==> src/rtl/game_flow_controller.sv <==
// game_flow_controller
//
// Top-level match sequencer for a two-player fighting game. Walks the
// player through the menu, character select, a best-of-N series of timed
// rounds and the match result screen.
//
// Optional feature:
//   GAME_FLOW_PAUSE_EN - when defined, a pause_btn edge during FIGHT freezes
//                        the round (PAUSE state) until the next pause_btn edge.
//                        When undefined, pause_btn is ignored and state code 6
//                        is treated as illegal.
//
// Parameters:
//   ROUNDS_TO_WIN - round wins needed to take the match
//   MAX_ROUNDS    - round limit before the match is forced to end
//   ROUND_SECS    - round timer load value (1..127)
//   TICK_CYCLES   - clk cycles per timer second
//   INTRO_CYCLES  - dwell time in ROUND_INTRO, in clk cycles
//   END_CYCLES    - dwell time in ROUND_END, in clk cycles
//   HP_W          - width of the health inputs
//
// Ports:
//   clk, reset         - clock, asynchronous active-high reset
//   start_btn          - start button level (rising edge used)
//   char_select_done   - character select finished
//   p1_ko, p2_ko       - player knocked out
//   p1_hp, p2_hp       - player health, compared on timeout
//   pause_btn          - pause button level (rising edge used)
//   game_state         - current state code
//   round_num          - current round, 1-based
//   p1_wins, p2_wins   - round wins this match (saturate at 15)
//   round_timer        - seconds left in the round
//   round_result       - 01 P1, 10 P2, 11 draw, 00 none
//   match_winner       - 01 P1, 10 P2, 11 tie, 00 none
//   fight_active       - high while in FIGHT
//   state_changed      - one-cycle pulse after every state change

module game_flow_controller #(
    parameter int ROUNDS_TO_WIN = 2,
    parameter int MAX_ROUNDS    = 5,
    parameter int ROUND_SECS    = 99,
    parameter int TICK_CYCLES   = 100000000,
    parameter int INTRO_CYCLES  = 200000000,
    parameter int END_CYCLES    = 200000000,
    parameter int HP_W          = 8
) (
    input  logic            clk,
    input  logic            reset,
    input  logic            start_btn,
    input  logic            char_select_done,
    input  logic            p1_ko,
    input  logic            p2_ko,
    input  logic [HP_W-1:0] p1_hp,
    input  logic [HP_W-1:0] p2_hp,
    input  logic            pause_btn,
    output logic [2:0]      game_state,
    output logic [3:0]      round_num,
    output logic [3:0]      p1_wins,
    output logic [3:0]      p2_wins,
    output logic [6:0]      round_timer,
    output logic [1:0]      round_result,
    output logic [1:0]      match_winner,
    output logic            fight_active,
    output logic            state_changed
);

    typedef enum logic [2:0] {
        MAIN_MENU   = 3'd0,
        CHAR_SELECT = 3'd1,
        ROUND_INTRO = 3'd2,
        FIGHT       = 3'd3,
        ROUND_END   = 3'd4,
        MATCH_END   = 3'd5,
        PAUSE       = 3'd6
    } state_t;

    localparam logic [1:0]  RES_NONE = 2'b00;
    localparam logic [1:0]  RES_P1   = 2'b01;
    localparam logic [1:0]  RES_P2   = 2'b10;
    localparam logic [1:0]  RES_DRAW = 2'b11;

    localparam logic [3:0]  WIN_TARGET  = 4'(ROUNDS_TO_WIN);
    localparam logic [3:0]  ROUND_LIMIT = 4'(MAX_ROUNDS);
    localparam logic [6:0]  TIMER_LOAD  = 7'(ROUND_SECS);
    localparam logic [31:0] TICK_LAST   = 32'(TICK_CYCLES - 1);
    localparam logic [31:0] INTRO_LAST  = 32'(INTRO_CYCLES - 1);
    localparam logic [31:0] END_LAST    = 32'(END_CYCLES - 1);

    state_t      state_reg;
    state_t      state_next;
    logic        start_q;
    logic        start_armed;
    logic        start_edge;
    logic [31:0] dwell_cnt;
    logic [31:0] tick_cnt;
    logic [1:0]  outcome;
    logic        match_over;

    // A start edge needs the button to have been seen low at least once since
    // reset, so a button held through reset release does not skip the menu.
    assign start_edge = start_btn & ~start_q & start_armed;

    always_ff @(posedge clk or posedge reset) begin
        if (reset) begin
            start_q     <= 1'b0;
            start_armed <= 1'b0;
        end else begin
            start_q     <= start_btn;
            start_armed <= start_armed | ~start_btn;
        end
    end

`ifdef GAME_FLOW_PAUSE_EN
    logic pause_q;
    logic pause_edge;

    assign pause_edge = pause_btn & ~pause_q;

    always_ff @(posedge clk or posedge reset) begin
        if (reset) begin
            pause_q <= 1'b0;
        end else begin
            pause_q <= pause_btn;
        end
    end
`else
    logic unused_pause;
    assign unused_pause = pause_btn;
`endif

    // Round outcome for the current cycle. A knockout always beats a timeout;
    // the result is only acted upon while in FIGHT.
    always_comb begin
        outcome = RES_NONE;
        if (p1_ko && p2_ko) begin
            outcome = RES_DRAW;
        end else if (p1_ko) begin
            outcome = RES_P2;
        end else if (p2_ko) begin
            outcome = RES_P1;
        end else if (round_timer == 7'd0) begin
            if (p1_hp > p2_hp) begin
                outcome = RES_P1;
            end else if (p2_hp > p1_hp) begin
                outcome = RES_P2;
            end else begin
                outcome = RES_DRAW;
            end
        end
    end

    assign match_over = (p1_wins >= WIN_TARGET) || (p2_wins >= WIN_TARGET) ||
                        (round_num >= ROUND_LIMIT);

    always_ff @(posedge clk or posedge reset) begin
        if (reset) begin
            state_reg <= MAIN_MENU;
        end else begin
            state_reg <= state_next;
        end
    end

    // Next-state logic. Unused codes (and PAUSE when the feature is compiled
    // out) fall through to the default and recover to MAIN_MENU.
    always_comb begin
        state_next = state_reg;
        case (state_reg)
            MAIN_MENU: begin
                if (start_edge) state_next = CHAR_SELECT;
            end
            CHAR_SELECT: begin
                if (char_select_done) state_next = ROUND_INTRO;
            end
            ROUND_INTRO: begin
                if (dwell_cnt == INTRO_LAST) state_next = FIGHT;
            end
            FIGHT: begin
                if (outcome != RES_NONE) begin
                    state_next = ROUND_END;
                end
`ifdef GAME_FLOW_PAUSE_EN
                else if (pause_edge) begin
                    state_next = PAUSE;
                end
`endif
            end
            ROUND_END: begin
                if (dwell_cnt == END_LAST) begin
                    state_next = match_over ? MATCH_END : ROUND_INTRO;
                end
            end
            MATCH_END: begin
                if (start_edge) state_next = MAIN_MENU;
            end
`ifdef GAME_FLOW_PAUSE_EN
            PAUSE: begin
                if (pause_edge) state_next = FIGHT;
            end
`endif
            default: begin
                state_next = MAIN_MENU;
            end
        endcase
    end

    // Match bookkeeping, driven by state transitions. The tick counter only
    // advances on cycles that stay in FIGHT, so it is frozen while paused and
    // picks up exactly where it left off on resume.
    always_ff @(posedge clk or posedge reset) begin
        if (reset) begin
            state_changed <= 1'b0;
            dwell_cnt     <= '0;
            tick_cnt      <= '0;
            round_num     <= '0;
            p1_wins       <= '0;
            p2_wins       <= '0;
            round_timer   <= '0;
            round_result  <= RES_NONE;
            match_winner  <= RES_NONE;
        end else begin
            state_changed <= (state_next != state_reg);

            if ((state_next != state_reg) ||
                ((state_reg != ROUND_INTRO) && (state_reg != ROUND_END))) begin
                dwell_cnt <= '0;
            end else begin
                dwell_cnt <= dwell_cnt + 32'd1;
            end

            if ((state_reg == CHAR_SELECT) && (state_next == ROUND_INTRO)) begin
                p1_wins      <= '0;
                p2_wins      <= '0;
                match_winner <= RES_NONE;
                round_result <= RES_NONE;
                round_num    <= 4'd1;
            end

            if ((state_reg != ROUND_INTRO) && (state_next == ROUND_INTRO)) begin
                round_timer <= TIMER_LOAD;
                tick_cnt    <= '0;
            end

            if ((state_reg == FIGHT) && (state_next == FIGHT)) begin
                if (tick_cnt == TICK_LAST) begin
                    tick_cnt <= '0;
                    if (round_timer != 7'd0) begin
                        round_timer <= round_timer - 7'd1;
                    end
                end else begin
                    tick_cnt <= tick_cnt + 32'd1;
                end
            end

            if ((state_reg == FIGHT) && (state_next == ROUND_END)) begin
                round_result <= outcome;
                if ((outcome == RES_P1) && (p1_wins != 4'd15)) begin
                    p1_wins <= p1_wins + 4'd1;
                end
                if ((outcome == RES_P2) && (p2_wins != 4'd15)) begin
                    p2_wins <= p2_wins + 4'd1;
                end
            end

            if ((state_reg == ROUND_END) && (state_next == ROUND_INTRO)) begin
                round_num    <= round_num + 4'd1;
                round_result <= RES_NONE;
            end

            if ((state_reg != MATCH_END) && (state_next == MATCH_END)) begin
                if (p1_wins > p2_wins) begin
                    match_winner <= RES_P1;
                end else if (p2_wins > p1_wins) begin
                    match_winner <= RES_P2;
                end else begin
                    match_winner <= RES_DRAW;
                end
            end
        end
    end

    assign game_state   = state_reg;
    assign fight_active = (state_reg == FIGHT);

endmodule

==> config.mk <==
export PLATFORM = sky130hd
export DESIGN_NAME = game_flow_controller
export DESIGN_NICKNAME = d
export VERILOG_FILES = /design/src/rtl/game_flow_controller.sv
export SDC_FILE = /design/constraint.sdc
export NUM_CORES = 1
export LEC_CHECK = 0
export CAP_MARGIN = 10
export CORE_AREA = 4 4 106 108
export CTS_BUF_LIST = sky130_fd_sc_hd__clkbuf_16
export DETAILED_ROUTE_END_ITERATION = 12
export DIE_AREA = 0 0 110 112
export PLACE_DENSITY = 0.77
export REMOVE_ABC_BUFFERS = 1
export SLEW_MARGIN = 15
export SYNTH_ARGS = -nofsm -noshare
export SYNTH_HDL_FRONTEND = slang
export SYNTH_SLANG_ARGS = --single-unit
==> constraint.sdc <==
create_clock -name clk -period 8.6 [get_ports clk]
set_input_delay 0.86 -clock clk [delete_from_list [all_inputs] [get_ports clk]]
set_output_delay 0.86 -clock clk [all_outputs]
set_load 0.02 [all_outputs]
# Word level (Yosys, flattened, before mapping)
# Index checks and enable logic that the tools add are counted.
# totals
n_memories,0
out_inout_bits,28
reg_bits,93
latch_bits,0
inputBits,23
ramBits,0
romBits,0
# op_classes
n_eq_ne,19
addsub,6
reduce_logical,21
muxes,36
mul,0
n_lt_le_gt_ge,7
div_mod_pow,0
bitwise_logic,5
n_shift,0
# op_table
cell,count
$mux W32,4
$add A32 B1 Y32 const B,2
$eq A32 B27 Y1 const B,1
$eq A32 B28 Y1 const B,1
$mux W4,8
$mux W7,4
$mux W3,7
$mux W2,10
$pmux W3 S6,1
$gt A8 B8 Y1,2
$add A4 B1 Y4 const B,3
$eq A3 B2 Y1 const B,4
$eq A3 B3 Y1 const B,4
$logic_and A1 B1 Y1,10
$ge A4 B2 Y1 const B,2
$gt A4 B4 Y1,2
$ne A4 B4 Y1 const B,2
$reduce_bool A2 Y1,4
$logic_not A7 Y1,1
$reduce_bool A7 Y1,1
$sub A7 B1 Y7 const B,1
$ne A3 B3 Y1 const B,2
$ge A4 B3 Y1 const B,1
$eq A3 B1 Y1 const B,1
other kinds (11),16

# Longest topological paths before layout
# Gate-level depths: netlist of run 1.
# depth
ltp_word,16
depth_mapped,9
depth_no_buf,8

# Least setup slack after synthesis of run 1
# Ideal clock, no wire load.
# synth_path
path_type,input port to flip-flop
startpoint,input port p1_ko
endpoint,register tick_cnt[16]
required_ns,8.505
path_stages,8
setup_ns,0.095
arrival_ns,2.567
path_slack_ns,5.937
cell_sequence,clkbuf_1 -> and4bb_2 -> o211ai_1 -> nor2_1 -> clkbuf_1 -> clkbuf_1 -> nand2_1 -> o31ai_1
# synth_via
elab_chain_len,8
elab_cells_between_ends,12
cone_classes,eq/ne: 2; mux: 5; reduce/logical: 5
# synth_rtl
item,line,source
start: declaration,51,"input logic p1_ko,"
$mux W2 / $logic_and A1 B1 Y1 (equally long branches),"137, 135",
$mux W2 (*),135,if (p1_ko && p2_ko) begin
$reduce_bool A2 Y1 (*),178,if (outcome != RES_NONE) begin
$mux W3 (*),178,
$pmux W3 S6 (*),167,case (state_reg)
$eq A3 B2 Y1 (on tied branches),"243, 238",
$logic_and A1 B1 Y1 (on tied branches),"243, 238",
$mux W32 / $reduce_bool A2 Y1 (equally long branches),--,
end signal: assignment,250,tick_cnt <= tick_cnt + 32'd1;
end: declaration,95,logic [31:0] tick_cnt;
# Every way passes the cells marked *; elsewhere a longest branch is shown, timed or not.
# A chain may end at the register's enable or synchronous reset.

# Final worst setup path of run 1
# layout_path
startpoint,register tick_cnt[0]
endpoint,register tick_cnt[15]
# layout_via
elab_chain_len,3
elab_cells_between_ends,4
cone_classes,add/sub: 1; eq/ne: 1; mux: 2
# layout_rtl
item,line,source
$add A32 B1 Y32 / $eq A32 B27 Y1 (equally long branches),"250, 244",
$mux W32 (*),244,if (tick_cnt == TICK_LAST) begin
$mux W32 (*),243,if ((state_reg == FIGHT) && (state_next == FIGHT)) begin
# Marked as above.

==> results of run 1 <==
==> cell usage in the layout, fill, tap and decap left out, types with 5 or more instances in the layout <==
master	instances
nand3_1	46
a21o_1	6
o21ai_0	22
nand2b_1	9
xor2_1	17
xnor2_1	15
o21ai_1	25
and4_1	6
clkdlybuf4s50_1	49
o31ai_1	6
buf_4	5
nor2_1	62
dfrtp_1	93
a21oi_1	28
nor2b_1	9
inv_1	34
nor3_1	19
nand2_1	61
and2_1	9
nand4_1	16
and3_1	12
mux2i_1	9
nor4_1	11
clkbuf_16	9
or3_1	12
ha_1	23
==> report_power, final <==
| part | leakage (nW) | internal, mW | switching (mW) |
|---|---|---|---|
| clock network | 0.139 | 0.224 | 0.169 |
| registers | 1.18 | 0.438 | 0.00147 |
| logic | 1.48 | 0.0165 | 0.0201 |
| total | 2.80 | 0.679 | 0.191 |
==> state kept, by name (all words and copies together) (netlist names) <==
register       cells
p2_wins            4
game_state         3
p1_wins            4
start_q            1
round_timer        7
round_num          4
tick_cnt          32
round_result       2
start_armed        1
match_winner       2
state_changed      1
dwell_cnt         32
==> per-layer routing <==
| metal | GRT usage (%) | share of wire (%) |
|---|---|---|
| met1 | 29.4 | 44 |
| met2 | 34.3 | 48 |
| met3 | 3.19 | 4.8 |
| met4 | 9.23 | 2.9 |
| met5 | 0 | 0 |
==> how the worst max path moves through the flow <==
stage,cells past startpoint,endpoint,from,slack (ns)
after floorplan,1,dwell_cnt[0]$_DFF_PP0_,reset,5.32
after global placement,8,tick_cnt[30]$_DFFE_PP0P_,p1_ko,5.04
after detailed placement,8,tick_cnt[30]$_DFFE_PP0P_,p1_ko,4.98
after CTS,8,tick_cnt[15]$_DFFE_PP0P_,tick_cnt[0]$_DFFE_PP0P_,5.06
after global routing,8,tick_cnt[15]$_DFFE_PP0P_,tick_cnt[0]$_DFFE_PP0P_,4.83
final,8,tick_cnt[15]$_DFFE_PP0P_,tick_cnt[0]$_DFFE_PP0P_,5.08
==> logic make-up (layout without fill, tap and decap cells) <==
group	after synthesis	count (layout)	synth area share [%]
adders and majority gates	23	23	5.20
and+or+nand+nor	298	298	28.3
muxes	9	9	1.63
AOI/OAI and AO/OA	120	120	13.6
xor gates and xnor gates	32	32	5.07
buffers and inverters	55	104	4.12
DFF	93	93	42.1
==> layout make-up <==
class	count	share of cell area, %
flip-flops and latches	93	36.2
multi-input cells	482	46.3
clock buffers	9	3.51
clock inverters	6	0.994
well taps	136	2.65
inverters	35	2.07
repair buffers	54	8.22
==> critical path: stages (launching register included) <==
cell	delay [ns]
dfrtp_1	0.40
ha_1	0.23
and3_1	0.24
nand3_1	0.25
nor4_1	0.87
buf_4	0.29
or2_0	0.73
nor3_1	0.12
a211o_1	0.26
==> per-stage QoR <==
stage | area, um2 | hold WS [ns] | std cells | util (%) | setup WS [ns]
4_1_cts | 6420 | 0.465 | 815 | 62.8 | 5.06
3_5_place_dp | 6130 | 0.457 | 800 | 59.9 | 4.98
6_report | 6420 | 0.461 | 815 | 62.8 | 5.08
3_3_place_gp | 6130 | 0.442 | 800 | 59.9 | 5.04
2_1_floorplan | 5430 | 0.427 | 610 | - | 5.32
5_1_grt | 6420 | 0.498 | 815 | 62.8 | 4.83
==> flow_metrics.py, run 1 <==
metrics = {
    "timing": {
        "drv_slew": 0,
        "period_needed_ns": 3.52,
        "fmax_ghz": 0.284,
        "setup_viol_count_final": 0,
        "skew_ns": 0.00620,
        "grt_setup_unrepaired": "no",
        "finalSetupTns_ns": 0,
        "tightest_slew_ns": 0.926,
        "fin_crit_sh_pct": 40.9,
        "finalHoldViolations": 0,
        "maxSlewHeadroom_pct": 37.7,
    },
    "place": {
        "dp_hpwl_um": 8780,
        "gp_congestion": 0.898,
        "port_buffers": 49,
    },
    "cells_and_area": {
        "area_delta_synth_final_pct": 16.1,
        "multi_input_area_um2": 2970,
        "nFillCells": 863,
        "antenna_cells": 0,
        "nNetsFinal": 721,
        "drive_gt1_share_pct": 4.57,
        "regArea_um2": 2330,
    },
    "clock_network": {
        "clk_latency_ns": 0.34,
        "cts_tree": "built",
        "cts_resized": 0,
        "cts.reportedPaths.clkPinSlew_ns": 0.07,
        "cts_sinks": 93,
        "cts_hold_buf": 0,
        "root_buffer": "clkbuf_16",
        "numCtsBuffers": 9,
        "clockBufferDepth": 2,
        "postCtsSetupRepairBufs": 0,
        "htree_levels": 3,
    },
    "routing": {
        "dr.first_iter.drc_count": 362,
        "drc": 0,
        "dr_total_vias": 4821,
        "routedWlPerCell_um": 15.5,
        "antenna_left": 0,
        "route.final.wire_length_um": 12600,
        "first_pass_iters": 5,
        "drt-vias-per-instance": 5.92,
    },
    "synthesis": {
        "yosysMostFrequentCell": "dfrtp_1",
        "synthesis.area_um2": 5530,
        "ys_seq_area_share_pct": 42.1,
        "synth.distinct_cells": 65,
        "synth-edff-count": 0,
        "ys_seq_elements": 93,
        "synthArstFlopShare_pct": 100,
        "yosysWarnings": 0,
        "yosys-top-cells-area": "dfrtp_1 42%, ha_1 5.2%, nor2_1 4.2%",
        "synth_top_cell_by_area": "dfrtp_1",
        "ys.flop_type": "dfrtp_1",
        "syn_inst": 630,
        "avgSynthCellArea_um2": 8.78,
        "synth.top_cell.area_share_pct": 42.1,
        "synth_common_cells": "93 x dfrtp_1, 62 x nor2_1, 61 x nand2_1",
    },
    "worst_hold_path": {
        "hold_start": "dwell_cnt[0]$_DFF_PP0_",
        "hold_depth": 1,
        "hold_end": "dwell_cnt[0]$_DFF_PP0_",
        "hold_class": "register to register",
    },
    "floorplanning": {
        "initial_core_util_pct": 54.0,
        "die_h_um": 112,
        "io-pin-count": 51,
        "coreArea_um2": 10200,
        "die_area_um2": 12300,
        "die_width_um": 110,
        "rows": 37,
    },
    "setup_path": {
        "reg2reg_slack_ns": 5.08,
        "required_ns": 8.82,
        "cp-start-kind": "register",
        "worstSetupPathType": "register to register",
        "end_kind": "register",
        "r2r_start": "tick_cnt[0]$_DFFE_PP0P_",
        "rr_endpoint": "tick_cnt[15]$_DFFE_PP0P_",
        "r2r_cells": 8,
        "cp_data_arrival_time_ns": 3.74,
        "cp_max_fo": 16,
    },
    "global_route": {
        "grt_first_pass_wirelength_um": 21700,
        "grt_max_degree": 65,
        "track_usage_pct": 21.7,
        "grt_overflow": 0,
        "grt_pass1_vias": 4672,
        "antenna_found_initial": 0,
    },
    "pwr": {
        "power-per-cell-area_nw_per_um2": 135,
        "power.total_uw": 870,
        "p_leak_nw": 2.80,
        "ir_drop_mv": 0.0785,
    },
    "job": {
        "drv_cap": 0,
    },
    "outcome": {
        "outcome": "completed",
    },
}
Note: power is estimated with default switching activity, not from simulation.
==> run 2: changes to the inputs <==
Settings changed: CORE_AREA 4 4 106 108 to 4 4 108 110, DIE_AREA 0 0 110 112 to 0 0 112 114, PLACE_DENSITY 0.77 to 0.78.
Clock period 8.6 ns to 2.96 ns, I/O delays scaled along.
==> run 2 against run 1 <==
Clock skew grew 0.0010 ns; first-iteration DRC count grew 0.28%; via count grew 1.7%; non-clock buffer count grew 12; flip-flop and latch count is the same; routed wire length grew 3.7%; worst hold slack lost 0.15 ns; die area grew 3.6%; critical path type unchanged.
==> flow_metrics.py, run 2 (same netlist as run 1, synthesis figures left out) <==
metrics = {
    "clock_network": {
        "postCtsSetupRepairBufs": 0,
        "clk_latency_ns": 0.34,
        "cts_tree": "built",
        "cts_sinks": 93,
        "htree_levels": 3,
        "cts.reportedPaths.clkPinSlew_ns": 0.07,
        "numCtsBuffers": 9,
        "cts_resized": 0,
        "cts_hold_buf": 0,
        "clockBufferDepth": 2,
        "root_buffer": "clkbuf_16",
    },
    "worst_hold_path": {
        "hold_class": "primary input to async pin",
    },
    "routing": {
        "drc": 0,
        "antenna_left": 0,
        "first_pass_iters": 5,
        "route.final.wire_length_um": 13100,
        "dr_total_vias": 4903,
        "routedWlPerCell_um": 15.7,
        "wirelength_met1_um": 5900,
        "highest_layer": "met4",
        "wl_met3_um": 610,
        "dr.first_iter.drc_count": 363,
        "dr_wl_met2_um": 6450,
        "drt-vias-per-instance": 5.89,
    },
    "setup_path": {
        "cp_data_arrival_time_ns": 2.88,
        "required_ns": 3.19,
        "r2r_cells": 9,
        "cp_max_fo": 31,
        "rr_endpoint": "tick_cnt[25]$_DFFE_PP0P_",
        "cp-start-kind": "register",
        "end_kind": "register",
        "worstSetupPathType": "register to register",
        "r2r_start": "round_num[1]$_DFFE_PP0P_",
        "reg2reg_slack_ns": 0.31,
    },
    "cells_and_area": {
        "final_cell_count_no_fill": 832,
        "nNetsFinal": 733,
        "antenna_cells": 0,
        "final_cell_mix": "93 x dfrtp_1, 62 x nor2_1, 61 x nand2_1",
        "drive_gt1_share_pct": 6.21,
        "reg_top3": "dwell_cnt (32), tick_cnt (32), round_timer (7)",
        "area_delta_synth_final_pct": 18.6,
        "layout_commonest_cell": "dfrtp_1",
    },
    "pwr": {
        "power.total_mw": 2.53,
        "power-per-cell-area_nw_per_um2": 386,
        "ir_drop_mv": 0.289,
        "p_leak_nw": 2.88,
    },
    "global_route": {
        "grt_max_degree": 46,
        "antenna_found_initial": 0,
        "track_usage_pct": 21.3,
        "grt_first_pass_wirelength_um": 23000,
        "grt_pass1_vias": 4944,
        "grt_overflow": 0,
    },
    "timing": {
        "fin_crit_sh_pct": 89.6,
        "setup_viol_count_final": 0,
        "finalHoldViolations": 0,
        "whs_ns": 0.312,
        "skew_ns": 0.00723,
        "maxSlewHeadroom_pct": 44.4,
        "tightest_slew_ns": 0.813,
        "grt_setup_unrepaired": "no",
        "drv_slew": 0,
        "fmax_ghz": 0.377,
        "period_needed_ns": 2.65,
    },
    "place": {
        "gp_congestion": 0.910,
        "port_buffers": 49,
        "dp_hpwl_um": 9360,
        "placed_cells": 816,
    },
    "floorplanning": {
        "die_width_um": 112,
        "die_h_um": 114,
        "coreArea_um2": 10700,
        "die_area_um2": 12800,
        "initial_core_util_pct": 51.7,
        "io-pin-count": 51,
        "rows": 38,
    },
    "job": {
        "drv_cap": 0,
    },
    "outcome": {
        "outcome": "completed",
    },
}
-- run 2: layout make-up --
cell class | instances | area [um2]
clock buffers | 9 | 225
clock inverters | 7 | 66.3
fillers | 864 | 4140
inverters | 35 | 133
multi-input cells | 482 | 2970
flip-flops and latches | 93 | 2330
well taps | 140 | 175
repair buffers | 66 | 656
-- run 2: per-stage QoR --
step | TNS (ns) | setup slack (ns) | utilization, % | instance area (um2)
6_report | 0 | 0.308 | 61.3 | 6560
5_1_grt | 0 | 0.0957 | 61.3 | 6560
4_1_cts | 0 | 0.308 | 61.3 | 6560
3_5_place_dp | 0 | 0.213 | 58.6 | 6260
3_3_place_gp | 0 | 0.359 | 58.6 | 6260
2_1_floorplan | -1.22 | -0.282 | - | 5430
-- run 2: how the worst max path moves through the flow --
stage / start / endpoint / depth (start not counted)
after floorplan: tick_cnt[0]$_DFFE_PP0P_ / tick_cnt[15]$_DFFE_PP0P_ / 7
after global placement: dwell_cnt[12]$_DFF_PP0_ / round_timer[4]$_DFF_PP0_ / 7
after detailed placement: start_btn / state_changed$_DFF_PP0_ / 7
after CTS: round_num[1]$_DFFE_PP0P_ / tick_cnt[25]$_DFFE_PP0P_ / 9
after global routing: round_num[1]$_DFFE_PP0P_ / tick_cnt[25]$_DFFE_PP0P_ / 9
final: round_num[1]$_DFFE_PP0P_ / tick_cnt[25]$_DFFE_PP0P_ / 9
-- run 2: layer usage --
layer | track usage, % | up-vias
li1 | - | 2368
met1 | 27.8 | 2397
met2 | 37.2 | 127
met3 | 3.61 | 11
met4 | 5.53 | 0
met5 | 0 | -
-- run 2: power breakdown --
group / leakage (nW) / total, mW / switching (mW) / internal, mW
logic: 1.56 / 0.112 / 0.0602 / 0.0517
clock network: 0.141 / 1.14 / 0.491 / 0.650
registers: 1.18 / 1.28 / 0.00461 / 1.27
total: 2.88 / 2.53 / 0.556 / 1.98
-- run 2: critical path, cell delays in order (launching register included) --
cell	delay [ns]
dfrtp_1	0.42
inv_1	0.08
ha_1	0.17
nand2b_1	0.16
a2111oi_0	0.65
and3_1	0.40
a21oi_2	0.11
buf_12	0.18
a21o_1	0.16
a32o_1	0.20
